--- src/rtl/out_act_wb_buffer.sv ---
// out_act_wb_buffer: output-activation register file with MAC writeback, bypassed accumulator read, clear and drain.
module out_act_wb_buffer #(
  parameter int DATA_WIDTH = 16,
  parameter int ACT_NO     = 16,
  parameter int ADDR_WIDTH = 4
) (
  input  logic                  clk,
  input  logic                  rst,
  input  logic                  comp_en_wb,
  input  logic [ADDR_WIDTH-1:0] out_act_addr_wb,
  input  logic [DATA_WIDTH-1:0] mac_result_wb,
  input  logic                  rd_en,
  input  logic [ADDR_WIDTH-1:0] rd_addr,
  output logic [DATA_WIDTH-1:0] out_act_value_mac,
  input  logic                  clear_start,
  input  logic                  drain_start,
  output logic                  busy,
  output logic                  drain_valid,
  input  logic                  drain_ready,
  output logic [ADDR_WIDTH-1:0] drain_addr,
  output logic [DATA_WIDTH-1:0] drain_value,
  output logic                  drain_done,
  output logic                  wr_drop_err
);
  localparam logic [ADDR_WIDTH:0]   ACT_N = ACT_NO[ADDR_WIDTH:0];
  localparam logic [ADDR_WIDTH-1:0] LAST  = ADDR_WIDTH'(ACT_NO - 1);
  typedef enum logic [1:0] {IDLE, CLEAR, DRAIN} state_t;
  state_t state_q, state_d;
  logic [ADDR_WIDTH-1:0] idx_q, idx_d, drain_addr_q, drain_addr_d, rd_addr_q, rd_addr_d, drain_next;
  logic [DATA_WIDTH-1:0] drain_value_q, drain_value_d, rd_data_q, rd_data_d, rd_mem;
  logic drain_valid_q, drain_valid_d, drain_done_q, drain_done_d, busy_q, busy_d, err_q, err_d;
  logic [DATA_WIDTH-1:0] mem_q [ACT_NO];
  logic wr_ok, mem_we;
  logic [ADDR_WIDTH-1:0] mem_waddr;
  logic [DATA_WIDTH-1:0] mem_wdata;
  always_comb begin
    wr_ok = (state_q == IDLE) && comp_en_wb && ({1'b0, out_act_addr_wb} < ACT_N);
    mem_we = !rst && (wr_ok || state_q == CLEAR);
    mem_waddr = (state_q == CLEAR) ? idx_q : out_act_addr_wb;
    mem_wdata = (state_q == CLEAR) ? '0 : mac_result_wb;
    rd_mem = ({1'b0, rd_addr} < ACT_N) ? mem_q[rd_addr] : '0;
    rd_data_d = !rd_en ? rd_data_q : (wr_ok && out_act_addr_wb == rd_addr) ? mac_result_wb : rd_mem;
    rd_addr_d = rd_en ? rd_addr : rd_addr_q;
    out_act_value_mac = (wr_ok && out_act_addr_wb == rd_addr_q) ? mac_result_wb : rd_data_q;
    drain_next = drain_addr_q + 1'b1;
    err_d = err_q | (busy_q & comp_en_wb);
    state_d = state_q;
    idx_d = idx_q;
    busy_d = busy_q;
    drain_addr_d = drain_addr_q;
    drain_value_d = drain_value_q;
    drain_valid_d = drain_valid_q;
    drain_done_d = 1'b0;
    case (state_q)
      IDLE: begin
        if (clear_start) begin
          state_d = CLEAR;
          idx_d = '0;
          busy_d = 1'b1;
        end else if (drain_start) begin
          state_d = DRAIN;
          busy_d = 1'b1;
          drain_addr_d = '0;
          drain_value_d = (wr_ok && out_act_addr_wb == '0) ? mac_result_wb : mem_q[0];
          drain_valid_d = 1'b1;
        end
      end
      CLEAR: begin
        idx_d = idx_q + 1'b1;
        if (idx_q == LAST) begin
          state_d = IDLE;
          busy_d = 1'b0;
        end
      end
      DRAIN: begin
        if (drain_valid_q && drain_ready) begin
          if (drain_addr_q == LAST) begin
            state_d = IDLE;
            busy_d = 1'b0;
            drain_valid_d = 1'b0;
            drain_done_d = 1'b1;
          end else begin
            drain_addr_d = drain_next;
            drain_value_d = mem_q[drain_next];
          end
        end
      end
      default: begin
        state_d = IDLE;
        busy_d = 1'b0;
        drain_valid_d = 1'b0;
      end
    endcase
  end
  always_ff @(posedge clk) begin
    if (rst) begin
      state_q <= IDLE;
      idx_q <= '0;
      busy_q <= 1'b0;
      drain_addr_q <= '0;
      drain_value_q <= '0;
      drain_valid_q <= 1'b0;
      drain_done_q <= 1'b0;
      err_q <= 1'b0;
      rd_data_q <= '0;
      rd_addr_q <= '0;
    end else begin
      state_q <= state_d;
      idx_q <= idx_d;
      busy_q <= busy_d;
      drain_addr_q <= drain_addr_d;
      drain_value_q <= drain_value_d;
      drain_valid_q <= drain_valid_d;
      drain_done_q <= drain_done_d;
      err_q <= err_d;
      rd_data_q <= rd_data_d;
      rd_addr_q <= rd_addr_d;
    end
  end
  // Array is deliberately not reset; software zeroes it with clear_start.
  always_ff @(posedge clk) begin
    if (mem_we) mem_q[mem_waddr] <= mem_wdata;
  end
  assign busy = busy_q;
  assign drain_valid = drain_valid_q;
  assign drain_addr = drain_addr_q;
  assign drain_value = drain_value_q;
  assign drain_done = drain_done_q;
  assign wr_drop_err = err_q;
endmodule

--- config.mk ---
export PLATFORM = sky130hd
export DESIGN_NAME = out_act_wb_buffer
export DESIGN_NICKNAME = d
export VERILOG_FILES = /design/src/rtl/out_act_wb_buffer.sv
export SDC_FILE = /design/constraint.sdc
export NUM_CORES = 1
export LEC_CHECK = 0
export BUFFER_PORTS_ARGS = -buffer_cell sky130_fd_sc_hd__buf_2
export CORE_UTILIZATION = 55
export CTS_CLUSTER_DIAMETER = 150
export DETAILED_ROUTE_END_ITERATION = 8
export GPL_TIMING_DRIVEN = 0
export PLACE_DENSITY = 0.73
export SYNTH_ARGS = -nofsm -noshare
export SYNTH_HDL_FRONTEND = slang
export SYNTH_SLANG_ARGS = --single-unit
--- constraint.sdc ---
create_clock -name clk -period 3.1 [get_ports clk]
set_clock_uncertainty 0.2 [all_clocks]
set_input_delay 0.31 -clock clk [delete_from_list [all_inputs] [get_ports clk]]
set_output_delay 0.31 -clock clk [all_outputs]
set_load 0.01 [all_outputs]
==> metrics.txt, run 1 <==
# TYPE chip_impl_metric gauge
chip_impl_info{name="outcome",value="finished with violations"} 1
chip_impl_info{name="violations_in_the_final_reports",value="negative setup slack"} 1
chip_impl_metric{name="syn_inst",unit=""} 1056
chip_impl_metric{name="final.setup.worst_slack",unit="ns"} -0.00806
chip_impl_metric{name="max-vdd-ir-drop",unit="mV"} 0.440
chip_impl_info{name="synth_area_leader_cell",value="sky130_fd_sc_hd__edfxtp_1"} 1
chip_impl_metric{name="slew_headroom",unit="%"} 38.9
chip_impl_metric{name="grt_first_pass_wirelength",unit="µm"} 70600
chip_impl_metric{name="synth-edff-count",unit=""} 256
chip_impl_metric{name="cts_buffer_count",unit=""} 34
chip_impl_metric{name="critPathMaxStageDelay",unit="ns"} 0.53
chip_impl_metric{name="postSynthNetCount",unit=""} 1089
chip_impl_metric{name="timing.setup.tns",unit="ns"} -0.00806
chip_impl_metric{name="io_pins",unit=""} 71
chip_impl_metric{name="timing.hold.ws",unit="ns"} 0.0301
chip_impl_info{name="critPathSlowestCell",value="sky130_fd_sc_hd__buf_2"} 1
chip_impl_metric{name="dieArea",unit="mm²"} 0.0288
chip_impl_metric{name="place_ws",unit="ns"} 0.0489
chip_impl_metric{name="core",unit="mm²"} 0.0277
chip_impl_metric{name="die_height",unit="µm"} 170
chip_impl_metric{name="power.clock.fraction",unit="%"} 39.6
chip_impl_metric{name="clk_path_buf_depth",unit=""} 3
chip_impl_metric{name="place.detailed.hpwl",unit="µm"} 33500
chip_impl_metric{name="start_util",unit="%"} 55.9
chip_impl_metric{name="grt_max_degree",unit=""} 17
chip_impl_info{name="synthTopCellsByCount",value="sky130_fd_sc_hd__edfxtp_1, sky130_fd_sc_hd__mux4_2, sky130_fd_sc_hd__mux2i_1, sky130_fd_sc_hd__nor3b_1, sky130_fd_sc_hd__dfxtp_1"} 1
chip_impl_metric{name="post_route_non_filler_standard_cell_count",unit=""} 1595
chip_impl_info{name="worst_hold_path_type",value="in2reg"} 1
chip_impl_metric{name="vias_in_the_first_global_route",unit=""} 10938
chip_impl_metric{name="clock_sink_count",unit=""} 306
chip_impl_metric{name="detail_route.first_pass.iterations",unit=""} 5
chip_impl_metric{name="worst-endpoint-required",unit="ns"} 3.32
chip_impl_metric{name="share_comb_of_total_power",unit="%"} 12.0
chip_impl_metric{name="dieWidth",unit="µm"} 170
chip_impl_metric{name="wl_per_cell",unit="µm"} 30.5
chip_impl_metric{name="routed_wl",unit="µm"} 48700
chip_impl_metric{name="maxSlewViolCount",unit=""} 0
chip_impl_metric{name="setup_viol",unit=""} 1
chip_impl_metric{name="synth.cell_area",unit="mm²"} 0.0155
chip_impl_info{name="worst-setup-path-type",value="reg2reg"} 1
chip_impl_metric{name="clock_latency_of_the_later_clocked_register_in_the_worst_skew_pair",unit="ns"} 0.53
chip_impl_metric{name="final-hold-violation-count",unit=""} 0
chip_impl_info{name="worstPathCellList",value="ha_1 > xnor2_2 > buf_2 > mux2_1 > a41oi_1 > o22ai_1 > a22o_1"} 1
chip_impl_metric{name="grt_overflow_total",unit=""} 0
chip_impl_metric{name="layout-area-overhead-vs-synth",unit="%"} 15.4
chip_impl_metric{name="drt_drc_violations_left",unit=""} 0
chip_impl_metric{name="clk_pin_slew_worst_paths",unit="ns"} 0.06
chip_impl_metric{name="initial_antenna_violation_count",unit=""} 0
chip_impl_info{name="synth_top_cells_by_area",value="sky130_fd_sc_hd__edfxtp_1, sky130_fd_sc_hd__mux4_2, sky130_fd_sc_hd__dfxtp_1"} 1
chip_impl_metric{name="std_cell_rows",unit=""} 61
chip_impl_metric{name="final_net_count",unit=""} 1225
chip_impl_metric{name="power",unit="µW"} 9600
chip_impl_info{name="cts_root_buffer",value="sky130_fd_sc_hd__clkbuf_16"} 1
chip_impl_metric{name="maxCapViolations",unit=""} 0
chip_impl_metric{name="avgViaCountPerCell",unit=""} 6.93
chip_impl_info{name="grt_setup_unrepaired",value="true"} 1
chip_impl_metric{name="detail_route.iter0.violations",unit=""} 1441
chip_impl_metric{name="placed_instances",unit=""} 1515
chip_impl_metric{name="synth.ff_latch_count",unit=""} 306
chip_impl_metric{name="synth_async_sr_flop_share",unit="%"} 0
chip_impl_metric{name="swShare",unit="%"} 25.5
chip_impl_metric{name="finalWorstPathRequiredPeriod",unit="ns"} 3.11
chip_impl_info{name="worst_setup_path_start_kind",value="flip-flop"} 1
chip_impl_info{name="postSynth.topFlopCell",value="sky130_fd_sc_hd__edfxtp_1"} 1
chip_impl_metric{name="sequential_to_total_area_share_from_yosys_stat",unit="%"} 56.1
chip_impl_metric{name="h-tree-depth",unit=""} 2
chip_impl_metric{name="detail-route-antenna-nets",unit=""} 0
chip_impl_metric{name="intPower",unit="µW"} 7150
chip_impl_metric{name="routed_vias",unit=""} 11060
chip_impl_info{name="tritoncts",value="done"} 1
chip_impl_metric{name="power_switching",unit="µW"} 2450
chip_impl_metric{name="synth.lib_cells_used.distinct",unit=""} 49
chip_impl_metric{name="area_share_of_the_leading_cell_type_in_the_synthesized_netlist",unit="%"} 49.6
chip_impl_metric{name="place.gp.congestion",unit=""} 0.931
chip_impl_info{name="yosysMostFrequentCell",value="sky130_fd_sc_hd__edfxtp_1"} 1
chip_impl_metric{name="layout_worst_path_cycle_share",unit="%"} 100
chip_impl_metric{name="numPortBuffers",unit=""} 65
chip_impl_metric{name="timing.fmax",unit="GHz"} 0.322
chip_impl_metric{name="power-per-cell-area",unit="mW/mm²"} 537
chip_impl_metric{name="seqPwrFrac",unit="%"} 48.5
chip_impl_metric{name="arrival",unit="ns"} 3.33
chip_impl_metric{name="synth.yosys.warnings",unit=""} 0
chip_impl_metric{name="crit_path_max_fanout",unit=""} 10
chip_impl_metric{name="leakage",unit="µW"} 0.00643
chip_impl_metric{name="drive_above_1_share",unit="%"} 28.1
chip_impl_info{name="critical_path.endpoint_type",value="flip-flop"} 1
chip_impl_metric{name="max_slew.worst_pin.slew",unit="ns"} 0.917
chip_impl_metric{name="grt_use_total",unit="%"} 34.5
chip_impl_metric{name="antenna_cells_inserted",unit=""} 0
chip_impl_metric{name="postSynthAreaPerCell",unit="µm²"} 14.7
[layer usage]
metal / vias to the layer above / part of all wire (%) / global-route usage, %
met5: - / 0 / 0
met3: 174 / 12 / 8.09
met2: 850 / 46 / 53.1
met4: 0 / 5.7 / 18.0
met1: 5529 / 37 / 45.8
li1: 4507 / - / -
[worst max-delay path, delay by kind of cell (launching register included)]
| family | cells | cell delay (ns) |
|---|---|---|
| AO/OA/AOI/OAI | 3 | 0.82 |
| buffers and inverters | 1 | 0.53 |
| XOR/XNOR | 1 | 0.49 |
| multiplexers | 1 | 0.36 |
| flip-flops | 1 | 0.33 |
| adder cells (fa/ha/maj) | 1 | 0.26 |
[flip-flops by register name, summed over array words and instances (netlist names)]
register / count
idx_q: 4
drain_done: 1
rd_addr_q: 4
drain_valid: 1
rd_data_q: 16
drain_value: 16
state_q: 2
wr_drop_err: 1
mem_q: 256
drain_addr: 4
busy: 1
[timing repair]
| item | in CTS | in global routing |
|---|---|---|
| resized for setup | 1 | 17 |
| hold endpoints to repair | 30 | 0 |
| endpoints found under the setup margin | 1 | 116 |
| buffers inserted | 0 | 0 |
| pin swaps | 0 | 0 |
| hold buffers | 19 | 0 |
[placed cells by master, fill, tap and decap left out, types with 16 or more instances in the layout]
cell and count:
sky130_fd_sc_hd__mux2_1 16, sky130_fd_sc_hd__a21o_1 17, sky130_fd_sc_hd__edfxtp_1 256, sky130_fd_sc_hd__clkbuf_1 30, sky130_fd_sc_hd__clkbuf_16 35, sky130_fd_sc_hd__nor3_1 35, sky130_fd_sc_hd__nor2b_1 22, sky130_fd_sc_hd__mux4_2 96
sky130_fd_sc_hd__a22o_1 32, sky130_fd_sc_hd__nor3b_1 63, sky130_fd_sc_hd__o22ai_1 16, sky130_fd_sc_hd__and2_1 17, sky130_fd_sc_hd__nand3b_1 32, sky130_fd_sc_hd__nor2_1 23, sky130_fd_sc_hd__buf_2 99, sky130_fd_sc_hd__mux2_2 19
sky130_fd_sc_hd__nand3_1 19, sky130_fd_sc_hd__a21oi_1 22, sky130_fd_sc_hd__nand2_1 41, sky130_fd_sc_hd__dlygate4sd3_1 19, sky130_fd_sc_hd__mux2i_1 85, sky130_fd_sc_hd__dfxtp_1 50
[cell type report]
| type | instances | area (µm²) |
|---|---|---|
| flip-flops and latches | 306 | 8690 |
| plain buffers | 91 | 519 |
| multi-input cells | 655 | 6350 |
| inverters | 4 | 15.0 |
| repair buffers | 100 | 793 |
| clock buffers | 40 | 915 |
| well taps | 378 | 473 |
| clock inverters | 21 | 125 |
| fillers | 1990 | 9830 |
[power by group through the flow]
stage / Clock [µW] / Combinational, µW / Sequential [µW]
6_report: 3800 / 1150 / 4650
5_1_grt: 3960 / 1200 / 4660
4_1_cts: 3800 / 1120 / 4650
3_5_place_dp: 0 / 1090 / 4740
3_3_place_gp: 0 / 1060 / 4730
2_1_floorplan: 0 / 677 / 4730
[kinds of logic (layout without fill, tap and decap cells)]
family	after synthesis	after routing	share of synthesized area (%)
AOI/OAI and AO/OA	141	141	7.04
xor gates and xnor gates	10	10	0.614
adders and majority gates	2	2	0.162
buffers and inverters	95	256	3.40
DFF	306	306	56.1
muxes	216	216	22.0
and+or+nand+nor	286	286	10.7
[through the flow]
stage | util, % | cell area [µm²]
2_1_floorplan | - | 15500
3_3_place_gp | 58.8 | 16300
3_5_place_dp | 59.9 | 16600
4_1_cts | 64.4 | 17800
5_1_grt | 64.5 | 17900
6_report | 64.5 | 17900
[final timing paths]
check	start	end	slack (ns)	depth (start not counted)
setup / recovery	drain_addr[0]	drain_value[13]	-0.008	7
hold / removal	rd_en	rd_addr_q[1]	0.03	3
setup reg to reg	drain_addr[0]	drain_value[13]	-0.008	7
hold reg to reg	wr_drop_err	wr_drop_err	0.27	2
No activity file was read; power rests on OpenSTA's default activity.
==> run 2: changes to the inputs <==
Settings changed: CTS_BUF_LIST set to sky130_fd_sc_hd__clkbuf_4 sky130_fd_sc_hd__clkbuf_8.
==> run 2 against run 1 <==
The flow still finishes with violations (negative setup slack). Count of clock-buffer cells in the layout rose by 28. First-iteration DRC count is 13% higher. Combinational power hardly changed. Utilization shrank 0.21 points. Hold slack got worse by 0.013 ns. Via count grew 0.90%. Die area unchanged. Clock power is 11% lower. Largest power group unchanged.
==> metrics.txt, run 2 (synthesis results as in run 1) <==
# TYPE chip_impl_metric gauge
chip_impl_metric{name="routed_wl",unit="µm"} 48900
chip_impl_metric{name="place.detailed.hpwl",unit="µm"} 33500
chip_impl_metric{name="crit_path_max_fanout",unit=""} 10
chip_impl_metric{name="antenna_cells_inserted",unit=""} 0
chip_impl_metric{name="std_cell_rows",unit=""} 61
chip_impl_info{name="grt_setup_unrepaired",value="true"} 1
chip_impl_metric{name="grt_first_pass_wirelength",unit="µm"} 70600
chip_impl_metric{name="maxCapViolations",unit=""} 0
chip_impl_metric{name="final_net_count",unit=""} 1245
chip_impl_metric{name="worst-endpoint-required",unit="ns"} 3.18
chip_impl_metric{name="timing.fmax",unit="GHz"} 0.322
chip_impl_metric{name="grt_overflow_total",unit=""} 0
chip_impl_metric{name="slew_headroom",unit="%"} 35.2
chip_impl_info{name="worstHoldStart",value="rst"} 1
chip_impl_metric{name="drive_above_1_share",unit="%"} 30.1
chip_impl_metric{name="grt_use_met1",unit="%"} 45.6
chip_impl_info{name="worst-setup-path-type",value="reg2reg"} 1
chip_impl_metric{name="start_util",unit="%"} 55.9
chip_impl_metric{name="dieArea",unit="mm²"} 0.0288
chip_impl_metric{name="detail_route.first_pass.iterations",unit=""} 5
chip_impl_metric{name="clock_latency_of_the_later_clocked_register_in_the_worst_skew_pair",unit="ns"} 0.59
chip_impl_info{name="most-common-layout-cells",value="sky130_fd_sc_hd__edfxtp_1, sky130_fd_sc_hd__buf_2, sky130_fd_sc_hd__mux4_2"} 1
chip_impl_metric{name="clk_pin_slew_worst_paths",unit="ns"} 0.06
chip_impl_metric{name="drt_drc_violations_left",unit=""} 0
chip_impl_info{name="worstReg2RegStart",value="state_q[1]"} 1
chip_impl_metric{name="die_height",unit="µm"} 170
chip_impl_metric{name="numPortBuffers",unit=""} 65
chip_impl_metric{name="grt_use_total",unit="%"} 34.5
chip_impl_metric{name="power",unit="µW"} 9210
chip_impl_info{name="outcome",value="finished with violations"} 1
chip_impl_metric{name="dieWidth",unit="µm"} 170
chip_impl_metric{name="avgViaCountPerCell",unit=""} 6.85
chip_impl_metric{name="h-tree-depth",unit=""} 2
chip_impl_metric{name="final-hold-violation-count",unit=""} 0
chip_impl_metric{name="io_pins",unit=""} 71
chip_impl_metric{name="detail-route-antenna-nets",unit=""} 0
chip_impl_metric{name="final_core_utilization",unit="%"} 64.3
chip_impl_metric{name="leakage",unit="µW"} 0.00647
chip_impl_metric{name="maxSlewViolCount",unit=""} 0
chip_impl_info{name="tritoncts",value="done"} 1
chip_impl_metric{name="wl_per_cell",unit="µm"} 30.0
chip_impl_metric{name="detail_route.iter0.violations",unit=""} 1624
chip_impl_info{name="mostFrequentLayoutCell",value="sky130_fd_sc_hd__edfxtp_1"} 1
chip_impl_metric{name="placed_instances",unit=""} 1515
chip_impl_info{name="grt_most_used_layer",value="met2"} 1
chip_impl_info{name="worst_setup_path_start_kind",value="flip-flop"} 1
chip_impl_metric{name="place_ws",unit="ns"} 0.0489
chip_impl_info{name="worst_hold_path_type",value="in2reg"} 1
chip_impl_metric{name="routed_vias",unit=""} 11159
chip_impl_metric{name="power-per-cell-area",unit="mW/mm²"} 517
chip_impl_info{name="violations_in_the_final_reports",value="negative setup slack"} 1
chip_impl_metric{name="cts_buffer_count",unit=""} 49
chip_impl_metric{name="layout_worst_path_cycle_share",unit="%"} 100
chip_impl_info{name="critical_path.endpoint_type",value="flip-flop"} 1
chip_impl_metric{name="layout-area-overhead-vs-synth",unit="%"} 15.1
chip_impl_metric{name="grtUsageMet3",unit="%"} 7.65
chip_impl_metric{name="finalWorstPathRequiredPeriod",unit="ns"} 3.10
chip_impl_metric{name="initial_antenna_violation_count",unit=""} 0
chip_impl_metric{name="place.gp.congestion",unit=""} 0.931
chip_impl_metric{name="largest_register_ff_count",unit=""} 256
chip_impl_info{name="crit_path_start",value="state_q[1]"} 1
chip_impl_metric{name="vias_in_the_first_global_route",unit=""} 10999
chip_impl_metric{name="max_slew.worst_pin.slew",unit="ns"} 0.971
chip_impl_metric{name="groute.layer.met2.usage",unit="%"} 53.2
chip_impl_metric{name="grt_max_degree",unit=""} 17
chip_impl_metric{name="filler_cell_count",unit=""} 2025
chip_impl_metric{name="post_route_non_filler_standard_cell_count",unit=""} 1629
chip_impl_metric{name="arrival",unit="ns"} 3.18
chip_impl_info{name="register_with_the_most_flip_flops",value="mem_q"} 1
chip_impl_metric{name="final.setup.worst_slack",unit="ns"} -0.00176
chip_impl_metric{name="max-vdd-ir-drop",unit="mV"} 0.422
chip_impl_metric{name="clock_sink_count",unit=""} 306
chip_impl_metric{name="setup_viol",unit=""} 2
chip_impl_metric{name="core",unit="mm²"} 0.0277
chip_impl_info{name="cts_root_buffer",value="sky130_fd_sc_hd__clkbuf_8"} 1
chip_impl_metric{name="clk_path_buf_depth",unit=""} 3
chip_impl_metric{name="regToRegSetupSlack",unit="ns"} -0.002
-- run 2: cell types whose count changed in the layout (fill, tap and decap cells not counted), moves of 2 or more --
cell | before | now
sky130_fd_sc_hd__clkbuf_8 | 2 | 53
sky130_fd_sc_hd__clkbuf_4 | 0 | 15
sky130_fd_sc_hd__clkbuf_16 | 35 | 0
sky130_fd_sc_hd__buf_4 | 13 | 16
sky130_fd_sc_hd__clkinv_2 | 5 | 11
sky130_fd_sc_hd__clkbuf_1 | 30 | 27
sky130_fd_sc_hd__dlygate4sd3_1 | 19 | 21
sky130_fd_sc_hd__clkinvlp_4 | 5 | 1
-- run 2: power by group --
part	total, µW	internal (µW)	switching, µW	leakage (µW)
Combinational	1150	433	720	0.00322
Sequential	4650	4590	58.5	0.00273
Clock	3400	1770	1630	0.000515
Total	9210	6800	2410	0.00647
-- run 2: final cells by class --
cell class / instances / area, µm² / area share, %
multi-input cells: 655 / 6330 / 35.6
plain buffers: 91 / 519 / 2.91
clock inverters: 22 / 110 / 0.618
well taps: 378 / 473 / 2.65
flip-flops and latches: 306 / 8690 / 48.8
clock buffers: 68 / 842 / 4.73
repair buffers: 105 / 836 / 4.69
inverters: 4 / 15.0 / 0.0843
-- run 2: worst paths after layout --
path                      end  depth (start not counted)
setup / recovery  mem_q[3][8]                          7
hold / removal     state_q[1]                          4
setup reg to reg  mem_q[3][8]                          7
hold reg to reg   wr_drop_err                          2
-- run 2: routing by layer --
layer / share of wire [%] / routed length (µm) / vias to the layer above
met1: 36 / 17600 / 5488
met4: 5.9 / 2890 / 0
li1: - / - / 4547
met5: 0 / 0 / -
met3: 12 / 6050 / 189
met2: 46 / 22400 / 935
-- run 2: through the flow --
stage               TNS [ns]  hold slack, ns  instance area, µm²
floorplan                  0           0.251               15500
global placement     -154.35           0.251               16300
detailed placement         0           0.264               16600
CTS                        0         0.00207               17800
global route           -6.73          0.0512               17800
finish              -0.00235          0.0176               17800
-- run 2: repair_timing --
item | CTS | global route
pin swaps | 0 | 1
setup endpoints to repair | 11 | 116
gates resized for setup | 2 | 13
setup buffers | 0 | 3
endpoints found under the hold margin | 40 | 0
hold buffers | 21 | 0
-- run 2: worst max-delay path, cell delays in order, from the launching register on --
cell and delay [ns]:
sky130_fd_sc_hd__dfxtp_1 0.50, sky130_fd_sc_hd__buf_2 0.28, sky130_fd_sc_hd__inv_2 0.08, sky130_fd_sc_hd__nand2_1 0.28, sky130_fd_sc_hd__buf_2 0.30, sky130_fd_sc_hd__a31oi_1 0.29
sky130_fd_sc_hd__nor2_2 0.59, sky130_fd_sc_hd__buf_8 0.26
